`config.mk`:
```
export PLATFORM = sky130hd
export DESIGN_NAME = inst_axi_read_bridge
export DESIGN_NICKNAME = d
export VERILOG_FILES = /design/src/rtl/inst_axi_read_bridge.sv
export SDC_FILE = /design/constraint.sdc
export NUM_CORES = 1
export LEC_CHECK = 0
export CORE_ASPECT_RATIO = 1.2
export CORE_UTILIZATION = 36
export CTS_BUF_LIST = sky130_fd_sc_hd__clkbuf_16
export DETAILED_ROUTE_END_ITERATION = 10
export GPL_ROUTABILITY_DRIVEN = 0
export PLACE_DENSITY_LB_ADDON = 0.12
export SYNTH_ARGS = -nofsm -noshare
export SYNTH_HDL_FRONTEND = slang
export SYNTH_SLANG_ARGS = --single-unit
```
`constraint.sdc`:
```
create_clock -name clk -period 1.7 [get_ports clk]
set_input_delay 0.34 -clock clk [delete_from_list [all_inputs] [get_ports clk]]
set_output_delay 0.34 -clock clk [all_outputs]
set_load 0.005 [all_outputs]
```
`src/rtl/inst_axi_read_bridge.sv`:
```
// rtl/inst_axi_read_bridge.sv - instruction-fetch SRAM-like to AXI single-beat read bridge
module inst_axi_read_bridge #(
  parameter int         OUTSTANDING = 2,
  parameter logic [3:0] AXI_ID      = 4'd0
) (
  input  logic        clk,
  input  logic        reset,
  input  logic        inst_req,
  input  logic        inst_wr,
  input  logic [1:0]  inst_size,
  input  logic [3:0]  inst_wstrb,
  input  logic [31:0] inst_addr,
  input  logic [31:0] inst_wdata,
  output logic        inst_addr_ok,
  output logic        inst_data_ok,
  output logic [31:0] inst_rdata,
  input  logic        inst_cancel,
  output logic [3:0]  arid,
  output logic [31:0] araddr,
  output logic [7:0]  arlen,
  output logic [2:0]  arsize,
  output logic [1:0]  arburst,
  output logic        arvalid,
  input  logic        arready,
  input  logic [3:0]  rid,
  input  logic [31:0] rdata,
  input  logic [1:0]  rresp,
  input  logic        rlast,
  input  logic        rvalid,
  output logic        rready
);

  localparam int            CW      = $clog2(OUTSTANDING + 1);
  localparam logic [CW-1:0] CNT_MAX = CW'(OUTSTANDING);
  localparam logic [CW-1:0] ONE     = CW'(1);

  logic          arvalid_q;
  logic [31:0]   araddr_q;
  logic [2:0]    arsize_q;
  logic [CW-1:0] cnt;
  logic [CW-1:0] cnt_next;
  logic [CW-1:0] drop;
  logic          r_done;
  logic          data_ok_q;
  logic [31:0]   rdata_q;

  // Write-side and response-status inputs carry no meaning for a fetch-only bridge.
  logic unused_inputs;
  assign unused_inputs = ^{inst_wstrb, inst_wdata, rid, rresp};

  // A beat only completes a request if one is outstanding; stray beats are ignored.
  assign r_done = rvalid & rlast & (cnt != '0);

  // The AR register can take a new request when empty or when it drains this cycle.
  assign inst_addr_ok = inst_req & ~inst_wr & ~inst_cancel & (cnt < CNT_MAX)
                      & (~arvalid_q | arready);

  assign arid         = AXI_ID;
  assign araddr       = araddr_q;
  assign arlen        = 8'd0;
  assign arsize       = arsize_q;
  assign arburst      = 2'b01;
  assign arvalid      = arvalid_q;
  assign rready       = 1'b1;
  assign inst_data_ok = data_ok_q;
  assign inst_rdata   = rdata_q;

  // Outstanding count after this cycle's acceptance and completion.
  always_comb begin
    cnt_next = cnt;
    if (inst_addr_ok && !r_done) begin
      cnt_next = cnt + ONE;
    end else if (!inst_addr_ok && r_done) begin
      cnt_next = cnt - ONE;
    end
  end

  // AR register: load on acceptance, clear on handshake; address held until then.
  always_ff @(posedge clk) begin
    if (reset) begin
      arvalid_q <= 1'b0;
      araddr_q  <= '0;
      arsize_q  <= '0;
    end else if (inst_addr_ok) begin
      arvalid_q <= 1'b1;
      araddr_q  <= inst_addr;
      arsize_q  <= {1'b0, inst_size};
    end else if (arready) begin
      arvalid_q <= 1'b0;
    end
  end

  // Outstanding and discard counters; a cancel marks everything in flight as stale.
  always_ff @(posedge clk) begin
    if (reset) begin
      cnt  <= '0;
      drop <= '0;
    end else begin
      cnt <= cnt_next;
      if (inst_cancel) begin
        drop <= cnt_next;
      end else if (r_done && (drop != '0)) begin
        drop <= drop - ONE;
      end
    end
  end

  // Response register: forward only beats that belong to live requests.
  always_ff @(posedge clk) begin
    if (reset) begin
      data_ok_q <= 1'b0;
      rdata_q   <= '0;
    end else if (r_done && (drop == '0) && !inst_cancel) begin
      data_ok_q <= 1'b1;
      rdata_q   <= rdata;
    end else begin
      data_ok_q <= 1'b0;
    end
  end

endmodule

```
* Word-level counts from Yosys, hierarchy flattened
Cells that the tools add are included.
** Storage, ports and cells
- Output and inout port bits :: 85
- Input bits :: 116
- Flip-flop bits (word level) :: 72
- Word-level logic and storage cells :: 41
** Operators by class
- Order comparisons :: 1
- Mux-type cells :: 7
- Reductions and logical operators :: 13
- Add/sub/neg operators :: 3
- Bitwise logic cells :: 10
** Operators with widths (number)
- 2-bit two-way mux :: 4
- 2-bit nonzero test :: 4
- 1-bit AND :: 6
- 1-bit logical AND :: 5
- 2-bit by 1-bit subtractor with 2-bit output, second input constant :: 2
- 1-bit logical NOT :: 3
- 1-bit two-way mux :: 3
- 1-bit NOT :: 3
- 2-bit by 1-bit adder with 2-bit output, second input constant :: 1
- 2-bit logical NOT :: 1
- 2-bit less-than comparator, second input constant :: 1
- 1-bit bitwise OR :: 1

* Logic depth before layout (Yosys ltp)
- Word-level depth :: 10
- Gate-level depth with buffers :: 7
- Mapped depth without buffers :: 5

* Least setup slack after synthesis
OpenSTA, ideal clock, no wires.
- Path kind :: register to register
- From :: register cnt[1]
- To :: register cnt[0]
- Path slack :: 0.119 ns
- Library setup time :: 0.121 ns
- Clock period less this slack :: 1.581 ns
- Arrival :: 1.460 ns
- Data required time :: 1.579 ns
- Path buffers :: 1
- Cell stages (with the launch flop) :: 7
- Cells stage by stage :: dfxtp_1 inv_1 ha_1 and3b_1 buf_2 xnor2_1 mux2_2
** Between the ends
- Word-level cells in the longest chain between the ends :: 7
- Elaborated cells between the ends (all ways) :: 11
- Classes of those cells :: order compare: 1; mux: 2; bitwise: 3; reduce/logical: 5
** RTL lines
- from (decl) :: RTL line 40 : logic [CW-1:0] cnt;
- from (signal assigned) :: RTL line 99 : cnt <= cnt_next;
- 2-bit less-than comparator :: RTL line 55 : assign inst_addr_ok = inst_req & ~inst_wr & ~inst_cancel & (cnt < CNT_MAX)
- 1-bit AND :: RTL line 55
- 1-bit AND :: RTL line 56 : & (~arvalid_q | arready);
- 1-bit logical NOT :: RTL line 73 : end else if (!inst_addr_ok && r_done) begin
- 1-bit logical AND :: RTL line 73
- 2-bit two-way mux :: RTL line 73
- 2-bit two-way mux (*) :: RTL line 71 : if (inst_addr_ok && !r_done) begin
Every way passes the cells marked *; elsewhere a longest branch is shown, timed or not.
A chain may end at the register's enable or synchronous reset.

* Final worst setup path
- From :: input inst_cancel
- To :: output inst_addr_ok
** Between the ends
- Word-level cells in the longest chain between the ends :: 4
** RTL lines
- from (decl) :: RTL line 17 : input logic inst_cancel,
- 1-bit NOT :: RTL line 55
- 1-bit AND (2 in a row) :: RTL line 55
- 1-bit AND :: RTL line 56
- to (decl) :: RTL line 14 : output logic inst_addr_ok,
No other way between the ends.

==> flow_summary.toml <==
[outcome]
status = "complete, no violations"

[flow_run]
max-cap-violations = 0

[worst_setup_path]
critPathMaxStageDelay_ns = 0.29
cp-start-kind = "input port"
crit_cells = 5
worst_path_max_delay_cell = "nor4b_4"
crit_path_end_kind = "output pin"
critPathKind = "in2out"
crit_arrival_ns = 1.29
path_buf_inv = 3
reg2reg_depth = 5
critPathMaxFanout = 3
critPathRequiredTime_ns = 1.36
crit_path_cell_trace = "dlygate4sd2_1 -> nor4b_4 -> nand2_1 -> inv_1 -> clkdlybuf4s15_1"
crit_family = "buffers and inverters"

[cells_and_area]
syn_to_final_growth_pct = 61.0
fin_cells = 590
drive_gt1_share_pct = 8.89
postLayoutCellArea_um2 = 4830
layout_commonest_cell = "clkdlybuf4s50_1"
diodes = 0
mostFrequentLayoutCells = "clkdlybuf4s50_1 (136), dfxtp_1 (71), a21oi_1 (68)"
fill_cells = 723
nets = 608

[timing]
tns_ns = 0
hold_viol = 0
maxSlewViolCount = 0
layout_min_cycle_time_ns = 1.63
rsz0062_at_grt = "false"
setup_viol = 0
fin_crit_sh_pct = 96.1
skew_ns = 0.00815
worst_slack_ns = 0.0666
fmax_ghz = 0.612

[power_and_ir_drop]
power.leakage_nw = 1.68
ir_drop_mv = 0.621
p_int_mw = 3.35
swShare_pct = 23.0
p_seq_share_pct = 40.6
power_switching_mw = 1.00
combPwrFrac_pct = 13.7
p_clk_share_pct = 45.7
p_per_area_nw_per_um2 = 902

[yosys]
seq_area_frac_synth_pct = 48.1
synth_top_family_by_area = "compound AO/OA/AOI/OAI gates"
syn_area_um2 = 3000
netlist_instances = 358
synthSimpleGateAreaFrac_pct = 15.4
ys_types = 33
syn_avg_cell_area_um2 = 8.37
synth_warnings = 0
yosys.area_share.adder_pct = 0.835
synth-compound-area-share_pct = 23.5
synth_mux_area_share_pct = 0.751
synth_xor_area_share_pct = 0.584
ys_ff_latch = 72

[drt]
avgRoutedWirePerCell_um = 14.6
routed_wl_um = 8640
via_count = 3038
via_per_inst = 5.15
firstDrtPassIters = 4
drt_iter0_markers = 91
drc_errors = 0
antenna_left = 0

[cts]
cts_root_buffer = "clkbuf_16"
clockBufferDepth = 2
clk_pin_slew_worst_paths_ns = 0.06
numCtsBuffers = 9
cts_max_level = 3
insertion_delay_ns = 0.33
cts_tree = "yes"
clkSinkCount = 72

[global_routing]
grt_start_max_net_pins = 51
grt_pass1_vias = 2853
antenna_found_initial = 0
overflow = 0
grt_pass1_wl_um = 13700
track_usage_pct = 20.0

[floorplan]
dieArea_um2 = 8700
initial_core_util_pct = 37.0
fp.dieH_um = 102
coreArea_um2 = 8110
rows = 36
die_w_um = 85.3
num_io_pins = 201

[min_path]
min_path_type = "in2reg"
min_path_cells = 2

[placement]
postPlaceCellArea_um2 = 4490
place_inst = 572
dp_slack_ns = -0.389
hpwl_um = 5680
io_buffers = 142
worst reg2reg max path, stage by stage (launching register included):
cell     delay, ns
dfxtp_2       0.38
inv_1         0.06
ha_1          0.19
and3b_1       0.29
xnor2_1       0.18
mux2_2        0.36
state kept, by name (all words and copies together), names as in the netlist:
signal and count:
araddr 32, inst_rdata 32, arsize 2, cnt 2, drop 2, arvalid 1
inst_data_ok 1
power groups by stage:
stage | logic [mW] | clock network [mW] | registers, mW
CTS | 0.597 | 2.03 | 1.77
detailed placement | 0.595 | 0 | 1.81
floorplan | 0.260 | 0 | 1.81
global route | 0.652 | 2.11 | 1.78
global placement | 0.594 | 0 | 1.80
finish | 0.596 | 1.99 | 1.77
final timing paths:
path                                   from           end  slack (ns)
worst min register to register   araddr[25]    araddr[25]        0.46
worst min-delay path                  reset    araddr[17]        0.39
worst max-delay path            inst_cancel  inst_addr_ok        0.07
worst max register to register       cnt[1]        cnt[0]        0.13
cells in the mapped netlist, drive strengths merged:
cell type	instances	area [µm²]
dfxtp	72	1440
a21oi	68	340
nand3	66	330
o21ai	66	338
clkbuf	27	101
buf	26	200
inv	5	18.8
nand2b	3	18.8
conb	2	7.51
ha	2	25.0
mux2	2	22.5
nor2b	2	12.5
nor3	2	10.0
xnor2	2	17.5
a2111oi	1	10.0
and2	1	6.26
and3b	1	8.76
and4bb	1	12.5
nand2	1	3.75
nand3b	1	7.51
nor2	1	3.75
nor4	1	6.26
nor4b	1	23.8
o22ai	1	6.26
o32ai	1	8.76
or2	1	6.26
or4b	1	10.0
routing by layer:
metal	global-route usage [%]	up-vias	share of wire, %
met2	31.6	111	47
met4	11.5	0	1.3
met1	24.7	1415	44
met3	5.65	10	7.8
met5	0	-	0
li1	-	1502	-
per-stage QoR:
step                      util, %  total power, mW  hold WS, ns
final                        59.5             4.35        0.388
after global placement       55.4             2.40        0.449
after floorplan                 -             2.07        0.460
after CTS                    59.3             4.40        0.374
after detailed placement     55.4             2.40        0.460
after global routing         59.5             4.54        0.410
what timing repair did:
item | in CTS | in global routing
gates resized for setup | 5 | 3
pin swaps | 2 | 2
buffers inserted | 1 | 1
hold buffers | 0 | 0
setup endpoints to repair | 1 | 33
cells by family (layout without fill, tap and decap cells):
kind of cell | count (synthesis) | count (layout)
AO/OA/AOI/OAI | 137 | 137
other | 2 | 16
multiplexers | 2 | 2
flip-flops | 72 | 72
XOR/XNOR | 2 | 2
buffers and inverters | 58 | 181
adder cells (fa/ha/maj) | 2 | 2
AND/OR/NAND/NOR | 83 | 83
area by class of cell:
type / instances / area [µm²] / share of cell area, %
inverters: 5 / 18.8 / 0.389
clock buffers: 9 / 225 / 4.67
clock inverters: 7 / 88.8 / 1.84
repair buffers: 160 / 1630 / 33.7
multi-input cells: 242 / 1310 / 27.1
flip-flops and latches: 72 / 1440 / 29.9
well taps: 95 / 119 / 2.46
No activity file was read; power rests on OpenSTA's default activity.
